===== src/rtl/nubus_seq_pkg.sv =====
// Shared types and constants for the NuBus master/slave sequencers.
// Contents:
//   state_e        - master sequencer FSM states
//   TM_*           - TM1:TM0 status codes as captured (inverted from the bus)
//   *_DEF          - default timing parameters
package nubus_seq_pkg;

    typedef enum logic [2:0] {
        StIdle,
        StFair,
        StArb,
        StWaitIdle,
        StStart,
        StWaitAck,
        StDone
    } state_e;

    localparam logic [1:0] TM_OK    = 2'b00;
    localparam logic [1:0] TM_ERR   = 2'b01;
    localparam logic [1:0] TM_RETRY = 2'b10;
    localparam logic [1:0] TM_TMO   = 2'b11;

    localparam int unsigned ARB_CYCLES_DEF = 2;
    localparam int unsigned TIMEOUT_DEF    = 255;
    localparam int unsigned TCNT_W_DEF     = 8;

endpackage


===== src/rtl/nubus_bus_monitor.sv =====
// Tracks whether some other card owns a NuBus transaction in progress.
// Ports:
//   clk_i        - NuBus clock
//   rst_i        - synchronous active-high reset
//   start_n_i    - sampled START (low = start cycle)
//   ack_n_i      - sampled ACK (low = transaction ends)
//   own_start_i  - this card is driving START this cycle; ignore it
//   bus_busy_o   - registered busy flag
module nubus_bus_monitor (
    input  logic clk_i,
    input  logic rst_i,
    input  logic start_n_i,
    input  logic ack_n_i,
    input  logic own_start_i,
    output logic bus_busy_o
);

    logic busy_q, busy_d;

    // ACK has priority so a START+ACK single-cycle transfer leaves the bus idle.
    always_comb begin
        busy_d = busy_q;
        if (!ack_n_i) begin
            busy_d = 1'b0;
        end else if (!start_n_i && !own_start_i) begin
            busy_d = 1'b1;
        end
    end

    always_ff @(posedge clk_i) begin
        if (rst_i) begin
            busy_q <= 1'b0;
        end else begin
            busy_q <= busy_d;
        end
    end

    assign bus_busy_o = busy_q;

endmodule


===== src/rtl/nubus_master_seq.sv =====
// NuBus master-mode sequencer: fair request, arbitration, bus-idle wait,
// START generation and ACK wait with timeout. All outputs are registered.
// Ports:
//   nubus_clk, nubus_rst         - clock, synchronous active-high reset
//   mst_req, mst_lock            - master engine request / keep-ownership
//   start_n_3v3, ack_n_3v3,
//   rqst_n_3v3, tm_n_3v3         - sampled NuBus signals
//   grant                        - arbiter says this card won
//   rqst_oe_n, arbcy_n,
//   nubus_master_dir, start_n_o  - glue/arbiter controls
//   mst_busy, mst_done,
//   mst_err, mst_status          - status back to the master engine
module nubus_master_seq
    import nubus_seq_pkg::*;
#(
    parameter int unsigned ARB_CYCLES = ARB_CYCLES_DEF,
    parameter int unsigned TIMEOUT    = TIMEOUT_DEF,
    parameter int unsigned TCNT_W     = TCNT_W_DEF
) (
    input  logic       nubus_clk,
    input  logic       nubus_rst,
    input  logic       mst_req,
    input  logic       mst_lock,
    input  logic       start_n_3v3,
    input  logic       ack_n_3v3,
    input  logic       rqst_n_3v3,
    input  logic [1:0] tm_n_3v3,
    input  logic       grant,
    output logic       rqst_oe_n,
    output logic       arbcy_n,
    output logic       nubus_master_dir,
    output logic       start_n_o,
    output logic       mst_busy,
    output logic       mst_done,
    output logic       mst_err,
    output logic [1:0] mst_status
);

    localparam logic [TCNT_W-1:0] ArbLast = TCNT_W'(ARB_CYCLES - 1);
    localparam logic [TCNT_W-1:0] TmoLast = TCNT_W'(TIMEOUT - 1);

    localparam bit ParamsOk = (ARB_CYCLES >= 1) && (TIMEOUT >= 1) && (TCNT_W <= 32) &&
                              (64'(ARB_CYCLES) <= (64'd1 << TCNT_W)) &&
                              (64'(TIMEOUT) <= (64'd1 << TCNT_W));

`ifndef SYNTHESIS
    always_ff @(posedge nubus_clk) begin
        assert (ParamsOk)
        else $error("nubus_master_seq: ARB_CYCLES/TIMEOUT do not fit in TCNT_W");
    end
`endif

    state_e            state_q, state_d;
    logic [TCNT_W-1:0] cnt_q, cnt_d, cnt_inc;
    logic              rqst_oe_n_q, rqst_oe_n_d;
    logic              arbcy_n_q, arbcy_n_d;
    logic              dir_q, dir_d;
    logic              start_n_q, start_n_d;
    logic              busy_q, busy_d;
    logic              done_q, done_d;
    logic              err_q, err_d;
    logic [1:0]        status_q, status_d;
    logic              bus_busy;

    nubus_bus_monitor u_bus_monitor (
        .clk_i       (nubus_clk),
        .rst_i       (nubus_rst),
        .start_n_i   (start_n_3v3),
        .ack_n_i     (ack_n_3v3),
        .own_start_i (state_q == StStart),
        .bus_busy_o  (bus_busy)
    );

    // Saturating increment: the counter never wraps.
    assign cnt_inc = (cnt_q == '1) ? cnt_q : cnt_q + 1'b1;

    // Next-state logic.
    always_comb begin
        state_d  = state_q;
        cnt_d    = cnt_q;
        err_d    = err_q;
        status_d = status_q;
        unique case (state_q)
            StIdle: begin
                if (mst_req) state_d = StFair;
            end
            StFair: begin
                // A still-held locked RQST makes rqst_n_3v3 low by ourselves.
                if (!mst_req) begin
                    state_d = StIdle;
                end else if (rqst_n_3v3 || !rqst_oe_n_q) begin
                    state_d = StArb;
                    cnt_d   = '0;
                end
            end
            StArb: begin
                if (!mst_req) begin
                    state_d = StIdle;
                end else if (cnt_q == ArbLast) begin
                    cnt_d = '0;
                    if (grant) state_d = StWaitIdle;
                end else begin
                    cnt_d = cnt_inc;
                end
            end
            StWaitIdle: begin
                if (!mst_req) begin
                    state_d = StIdle;
                end else if (!grant) begin
                    state_d = StArb;
                    cnt_d   = '0;
                end else if (!bus_busy && start_n_3v3) begin
                    state_d = StStart;
                end
            end
            StStart: begin
                state_d = StWaitAck;
                cnt_d   = '0;
            end
            StWaitAck: begin
                cnt_d = cnt_inc;
                // ACK is tested first so it wins over a coincident timeout.
                if (!ack_n_3v3) begin
                    status_d = ~tm_n_3v3;
                    err_d    = (~tm_n_3v3 != TM_OK);
                    state_d  = StDone;
                end else if (cnt_q == TmoLast) begin
                    status_d = TM_TMO;
                    err_d    = 1'b1;
                    state_d  = StDone;
                end
            end
            StDone: begin
                state_d = (mst_lock && mst_req) ? StWaitIdle : StIdle;
            end
            default: state_d = StIdle;
        endcase
    end

    // Registered outputs are decoded from the next state so they line up with it.
    always_comb begin
        arbcy_n_d = (state_d != StArb);
        dir_d     = (state_d == StStart);
        start_n_d = (state_d != StStart);
        busy_d    = (state_d != StIdle);
        done_d    = (state_d == StDone);
        unique case (state_d)
            StArb, StWaitIdle: rqst_oe_n_d = 1'b0;
            StStart:           rqst_oe_n_d = !mst_lock;
            StFair, StWaitAck,
            StDone:            rqst_oe_n_d = rqst_oe_n_q;
            // Locked ownership survives into IDLE; an abort always releases.
            StIdle: rqst_oe_n_d = (mst_lock && (state_q == StIdle || state_q == StDone)) ?
                                  rqst_oe_n_q : 1'b1;
            default:           rqst_oe_n_d = 1'b1;
        endcase
    end

    always_ff @(posedge nubus_clk) begin
        if (nubus_rst) begin
            state_q     <= StIdle;
            cnt_q       <= '0;
            rqst_oe_n_q <= 1'b1;
            arbcy_n_q   <= 1'b1;
            dir_q       <= 1'b0;
            start_n_q   <= 1'b1;
            busy_q      <= 1'b0;
            done_q      <= 1'b0;
            err_q       <= 1'b0;
            status_q    <= TM_OK;
        end else begin
            state_q     <= state_d;
            cnt_q       <= cnt_d;
            rqst_oe_n_q <= rqst_oe_n_d;
            arbcy_n_q   <= arbcy_n_d;
            dir_q       <= dir_d;
            start_n_q   <= start_n_d;
            busy_q      <= busy_d;
            done_q      <= done_d;
            err_q       <= err_d;
            status_q    <= status_d;
        end
    end

    assign rqst_oe_n        = rqst_oe_n_q;
    assign arbcy_n          = arbcy_n_q;
    assign nubus_master_dir = dir_q;
    assign start_n_o        = start_n_q;
    assign mst_busy         = busy_q;
    assign mst_done         = done_q;
    assign mst_err          = err_q;
    assign mst_status       = status_q;

endmodule


===== config.mk =====
export PLATFORM = sky130hd
export DESIGN_NAME = nubus_master_seq
export DESIGN_NICKNAME = d
export VERILOG_FILES = /design/src/rtl/nubus_seq_pkg.sv /design/src/rtl/nubus_bus_monitor.sv /design/src/rtl/nubus_master_seq.sv
export SDC_FILE = /design/constraint.sdc
export NUM_CORES = 1
export LEC_CHECK = 0
export ABC_AREA = 0
export CAP_MARGIN = 15
export CELL_PAD_IN_SITES_DETAIL_PLACEMENT = 1
export CELL_PAD_IN_SITES_GLOBAL_PLACEMENT = 2
export CORE_ASPECT_RATIO = 0.8
export CORE_MARGIN = 2
export CORE_UTILIZATION = 28
export CTS_BUF_LIST = sky130_fd_sc_hd__clkbuf_8
export CTS_CLUSTER_DIAMETER = 30
export DETAILED_ROUTE_END_ITERATION = 10
export PLACE_DENSITY_LB_ADDON = 0.1
export RECOVER_POWER = 25
export SLEW_MARGIN = 20
export SYNTH_ARGS = -nofsm -noshare
export SYNTH_HDL_FRONTEND = slang
export SYNTH_SLANG_ARGS = --single-unit

===== constraint.sdc =====
create_clock -name nubus_clk -period 2.3 [get_ports nubus_clk]
set_input_delay 0.46 -clock nubus_clk [delete_from_list [all_inputs] [get_ports nubus_clk]]
set_output_delay 0.46 -clock nubus_clk [all_outputs]
set_load 0.005 [all_outputs]

## Yosys cells after proc, flatten, opt, wreduce, memory -nomap -nowiden

Index checks and enable logic that the tools add are counted.

- Add/subtract/negate cells: 1
- Eq/ne operators: 24
- Mux-type cells: 27
- Bitwise logic cells: 3
- Reduce and logical (&&, ||, !) cells: 22

Operators by type and width:

| kind | count |
|---|---|
| $mux 8 | 7 |
| $pmux 8 s5 | 1 |
| $mux 3 | 11 |
| $pmux 3 s7 | 1 |
| $eq 3x3->1 const B | 6 |
| $eq 8x8->1 const B | 2 |
| $eq 3x2->1 const B | 4 |
| $ne 2x2->1 const B | 6 |
| $add 8x1->8 const B | 1 |
| $eq 8x1->1 const B | 1 |
| $eq 3x1->1 const B | 2 |
| $logic_not 3->1 | 2 |
| $mux 2 | 3 |
| $reduce_and 6->1 | 1 |
| $logic_not 1->1 | 5 |
| $reduce_bool 5->1 | 1 |
| $logic_and 1x1->1 | 4 |
| $pmux 1 s4 | 1 |
| $reduce_and 2->1 | 2 |
| $reduce_or 2->1 | 2 |
| $mux 1 | 3 |
| $ne 3x2->1 const B | 1 |
| $ne 3x3->1 const B | 1 |
| $reduce_bool 3->1 | 1 |
| other kinds (6) | 8 |

- Bits in registers: 21
- Input port bits: 10
- Output and inout port bits: 9

## Depth between registers and ports, before layout

- Word-level depth: 10
- Depth in mapped cells: 7
- Gate-level depth less buffers: 7

## By module

A second synthesis with hierarchy kept.

- Cell total of the unflattened synthesis: 140
- Area, all modules: 1,174.9 µm²

Modules (own cells, without submodules):

| module | times used | cells each | area each (µm²) |
|---|---|---|---|
| nubus_master_seq | 1 | 137 | 1,138.6 |
| nubus_bus_monitor | 1 | 3 | 36.3 |

## Worst setup path after synthesis

OpenSTA, ideal clock, no wires.

- Path type: flip-flop to flip-flop
- Start: register cnt_q[0]
- End: register cnt_q[3]
- Library setup time: 0.132 ns
- Arrival time: 1.604 ns
- Required time: 2.168 ns
- Path slack: 0.564 ns
- Stages on the path, launching flop included: 7
- Period minus slack after synthesis: 1.736 ns
- Cells stage by stage: dfxtp_1 -> ha_1 -> and4_1 -> nor2b_1 -> or3b_2 -> a21oi_1 -> nor3_1

- Longest elaborated chain between the ends: 5
- Elaborated cells between the ends (all ways): 7

Ends and longest elaborated chain:

| what | line | RTL |
|---|---|---|
| start: declaration | nubus_master_seq.sv:54 | `logic [TCNT_W-1:0] cnt_q, cnt_d, cnt_inc;` |
| start signal: assignment | nubus_master_seq.sv:173 | `cnt_q <= cnt_d;` |
| $add 8x1->8 or $eq 8x8->1 (tied branches) | nubus_master_seq.sv:75 | `assign cnt_inc = (cnt_q == '1) ? cnt_q : cnt_q + 1'b1;` |
| $mux 8 | nubus_master_seq.sv:75 |  |
| $mux 8 | nubus_master_seq.sv:99 | `end else if (cnt_q == ArbLast) begin` |
| $mux 8 | nubus_master_seq.sv:97 | `if (!mst_req) begin` |
| $pmux 8 s5 (*) | nubus_master_seq.sv:83 | `unique case (state_q)` |

Every way passes the cells marked *; elsewhere a longest branch is shown, timed or not. The select of a mux whose other input is x is not followed.
A chain may end at the register's enable or synchronous reset.

## Worst setup path in the final report

- Start: register cnt_q[0]
- End: register done_q (netlist: mst_done)

- Longest elaborated chain between the ends: 5
- Elaborated cells between the ends (all ways): 8

Ends and longest elaborated chain:

| what | line | RTL |
|---|---|---|
| $eq 8x8->1 or $eq 8x1->1 (tied branches) | nubus_master_seq.sv:127, nubus_master_seq.sv:99 |  |
| $mux 3 (on tied branches) | nubus_master_seq.sv:127, nubus_master_seq.sv:99 |  |
| $mux 3 (on tied branches) | nubus_master_seq.sv:123, nubus_master_seq.sv:97 |  |
| $pmux 3 s7 (*) | nubus_master_seq.sv:83 |  |
| $eq 3x3->1 (*) | nubus_master_seq.sv:146 | `done_d = (state_d == StDone);` |
| end signal: assignment | nubus_master_seq.sv:179 | `done_q <= done_d;` |
| end: declaration | nubus_master_seq.sv:60 | `logic done_q, done_d;` |

Every way passes the cells marked *; elsewhere a longest branch is shown, timed or not.

==> results.md <==
* Status: completed
* Initial DRC count at 25
* Root Buffer: clkbuf_8
* Worst-path clk slew at 0.08 ns
* WS Path Type: reg -> reg
* # IOs at 19
* Leakage at 0.0005212 uW
* Crit. End Element: flip-flop
* Initial antenna violation count at 0
* Antenna Diode Count at 0
* WL/cell at 14.49 um
* Final Hold Viols at 0
* Die span in x at 76.62 um
* PD cells at 479.5 mW/mm^2
* Number of global-route vias before repair at 1023
* Psw at 176.7 uW
* Mapped Nets at 154
* Synth top cells by count: 21 x dfxtp_1, 14 x a21oi_1, 12 x nand3_1, 10 x nand2_1, 9 x nor2_1
* Worst Hold Class: reg -> reg
* Arr. time, crit path at 2.10 ns
* RSZ-0062 raised after global routing: no
* Avg Inst Size Synth at 8.377 sq um
* Die area at 0.004757 sq mm
* Setup Viol. Count Final at 0
* Critical Path Fanout Max at 7
* Post-CTS Hold Fix Bufs at 0
* Setup TNS at 0 ns
* Sw frac at 0.2475
* Layout area overhead at 26.06%
* Slew margin rel. at 0.6766
* Core area at 0.004125 sq mm
* Setup Skew at 0.005241 ns
* Vias/cell at 5.132
* Layout cells sized above 1 at 0.1111
* Netlist cell types at 44
* Later-pin clock latency in the skew report at 0.26 ns
* DP Cell Count at 215
* Post-synth EDFFs at 0
* Gr usage total at 0.1400
* Area leader, netlist: dfxtp_1
* First-pass GRT wire length at 5181 um
* DRC viols at 0
* Main area contributors after synthesis: dfxtp_1 36%, a21oi_1 5.9%, nand3_1 5.1%
* Most numerous cell in the Yosys netlist: dfxtp_1
* Routability Congestion at 0.7013
* Nets at 176
* Maximum vdd drop at 0.3226 mV
* Internal Pwr Total at 537.2 uW
* Clock network power share at 0.342
* Pins Over Slew Limit at 0
* Slew @ Worst Pin at 0.4844 ns
* Vias at 1124
* FFs w/ async S/R, synth at 0
* Port Buf Inserts at 18
* Comb pwr share at 0.127
* Fin crit share at 0.8462
* WL final at 3174 um
* Crit path required time at 2.45 ns
* Seq/Total Area, Yosys at 0.3559
* Clock Sinks at 21
* Synth Cell Area at 0.001181 sq mm
* Std cell rows at 21
* Pin count of the biggest net entering global routing at 14
* Most used DFF post-synth: dfxtp_1
* Pre-Repair DR Iteration Count at 4
* Syn Inst Count at 141
* Final non-filler cell total at 219
* Total CTS buffers at 3
* Fill cells at 497
* Grt total ovfl at 0
* Post-CTS Setup Bufs at 0
* #FFs+latches synth at 21
* Starting Density at 0.2863
* CTS tree: yes
* H-Tree Depth at 1
* Die height at 62.09 um
* CTS max path bufs at 2
* Fmax at 0.5138 GHz
* DP HPWL at 2445 um
* Detail Route Antenna Nets at 0
* Post-CTS resize count at 0
* Startpoint types: flip-flop
* Clock period minus worst slack at 1.946 ns
* Share of the synthesized area in the top cell type at 0.3559
* Flop pwr share at 0.531
* Number of max-cap violations at 0
* Yosys warning total at 0
power by group through the flow:
stage,registers (uW),clock network (uW),logic (uW)
6_report,379,244,90.7
3_5_place_dp,388,0,91.8
2_1_floorplan,382,0,52.8
4_1_cts,379,256,92.2
5_1_grt,381,271,100
3_3_place_gp,388,0,91.9
sequential cells by signal, summed over array words and instances, names as in the netlist:
signal                    count
rqst_oe_n                     1
u_bus_monitor.bus_busy_o      1
state_q                       3
mst_err                       1
arbcy_n                       1
cnt_q                         8
mst_done                      1
mst_status                    2
mst_busy                      1
start_n_o                     1
nubus_master_dir              1
critical path, cell delays in order, from the launching register on:
cell and delay (ns):
dfxtp_1 0.42, ha_1 0.19, or4b_4 0.47, nor4_4 0.21
a32oi_1 0.12, nor3b_4 0.22, and3b_2 0.20
per-layer routing:
layer,track usage,vias up,routed length [um]
li1,-,566,-
met1,0.2063,534,1714
met2,0.2124,22,1310
met3,0.03757,2,138
met4,0.01558,0,11
met5,0,-,0
per-stage QoR:
step | util | setup slack, ns | total power (uW) | cell area, sq um | hold slack, ns
after floorplan | - | 0.5640 | 435.1 | 1181 | 0.4622
after global placement | 0.3506 | 0.1746 | 480.0 | 1446 | 0.4652
after detailed placement | 0.3506 | 0.1460 | 479.8 | 1446 | 0.4671
after CTS | 0.3618 | 0.3261 | 727.4 | 1493 | 0.4842
after global routing | 0.3609 | 0.2512 | 752.6 | 1489 | 0.5165
final | 0.3609 | 0.3538 | 713.9 | 1489 | 0.4746
worst paths after layout:
check                                  start                         end  depth (start not counted)  slack, ns
setup / recovery       cnt_q[0]$_SDFFE_PP0P_         mst_done$_SDFF_PP0_                          6       0.35
hold / removal    mst_status[1]$_SDFFE_PP0P_  mst_status[1]$_SDFFE_PP0P_                          2       0.47
setup reg to reg       cnt_q[0]$_SDFFE_PP0P_         mst_done$_SDFF_PP0_                          6       0.35
hold reg to reg   mst_status[1]$_SDFFE_PP0P_  mst_status[1]$_SDFFE_PP0P_                          2       0.47
kinds of logic (layout without fill, tap and decap cells):
logic type	Yosys count	in the layout	synth area share
DFF	21	21	0.3559
and+or+nand+nor	65	65	0.3454
AOI/OAI and AO/OA	38	38	0.2151
buffers and inverters	14	35	0.05191
adders and majority gates	3	3	0.03178
final cells by class:
cell class	count	area, sq um	area share
clock buffer	3	41.29	0.02773
clock inverter	1	5.005	0.003361
inverter	6	22.52	0.01513
multi-input combinational	106	699.4	0.4697
sequential	21	420.4	0.2824
tap	57	71.32	0.04790
timing repair buffer	25	229.0	0.1538
cells in the final DEF, fill, tap and decap left out, drive strengths merged, types with 2 or more instances in the layout:
cell           count
a41oi              3
a21oi             14
o21ai              3
and3               2
ha                 3
a221oi             2
nand3             12
nand4b             2
and3b              2
nor2b              7
clkbuf             4
buf                6
and4b              2
nand2b             2
and4               2
nor3b              2
nand4              2
dfxtp             21
clkdlybuf4s50     13
nor3               7
dlygate4sd3        5
nor2               9
a31oi              6
nand2             10
inv                6
Power figures use the tool's default switching activity.
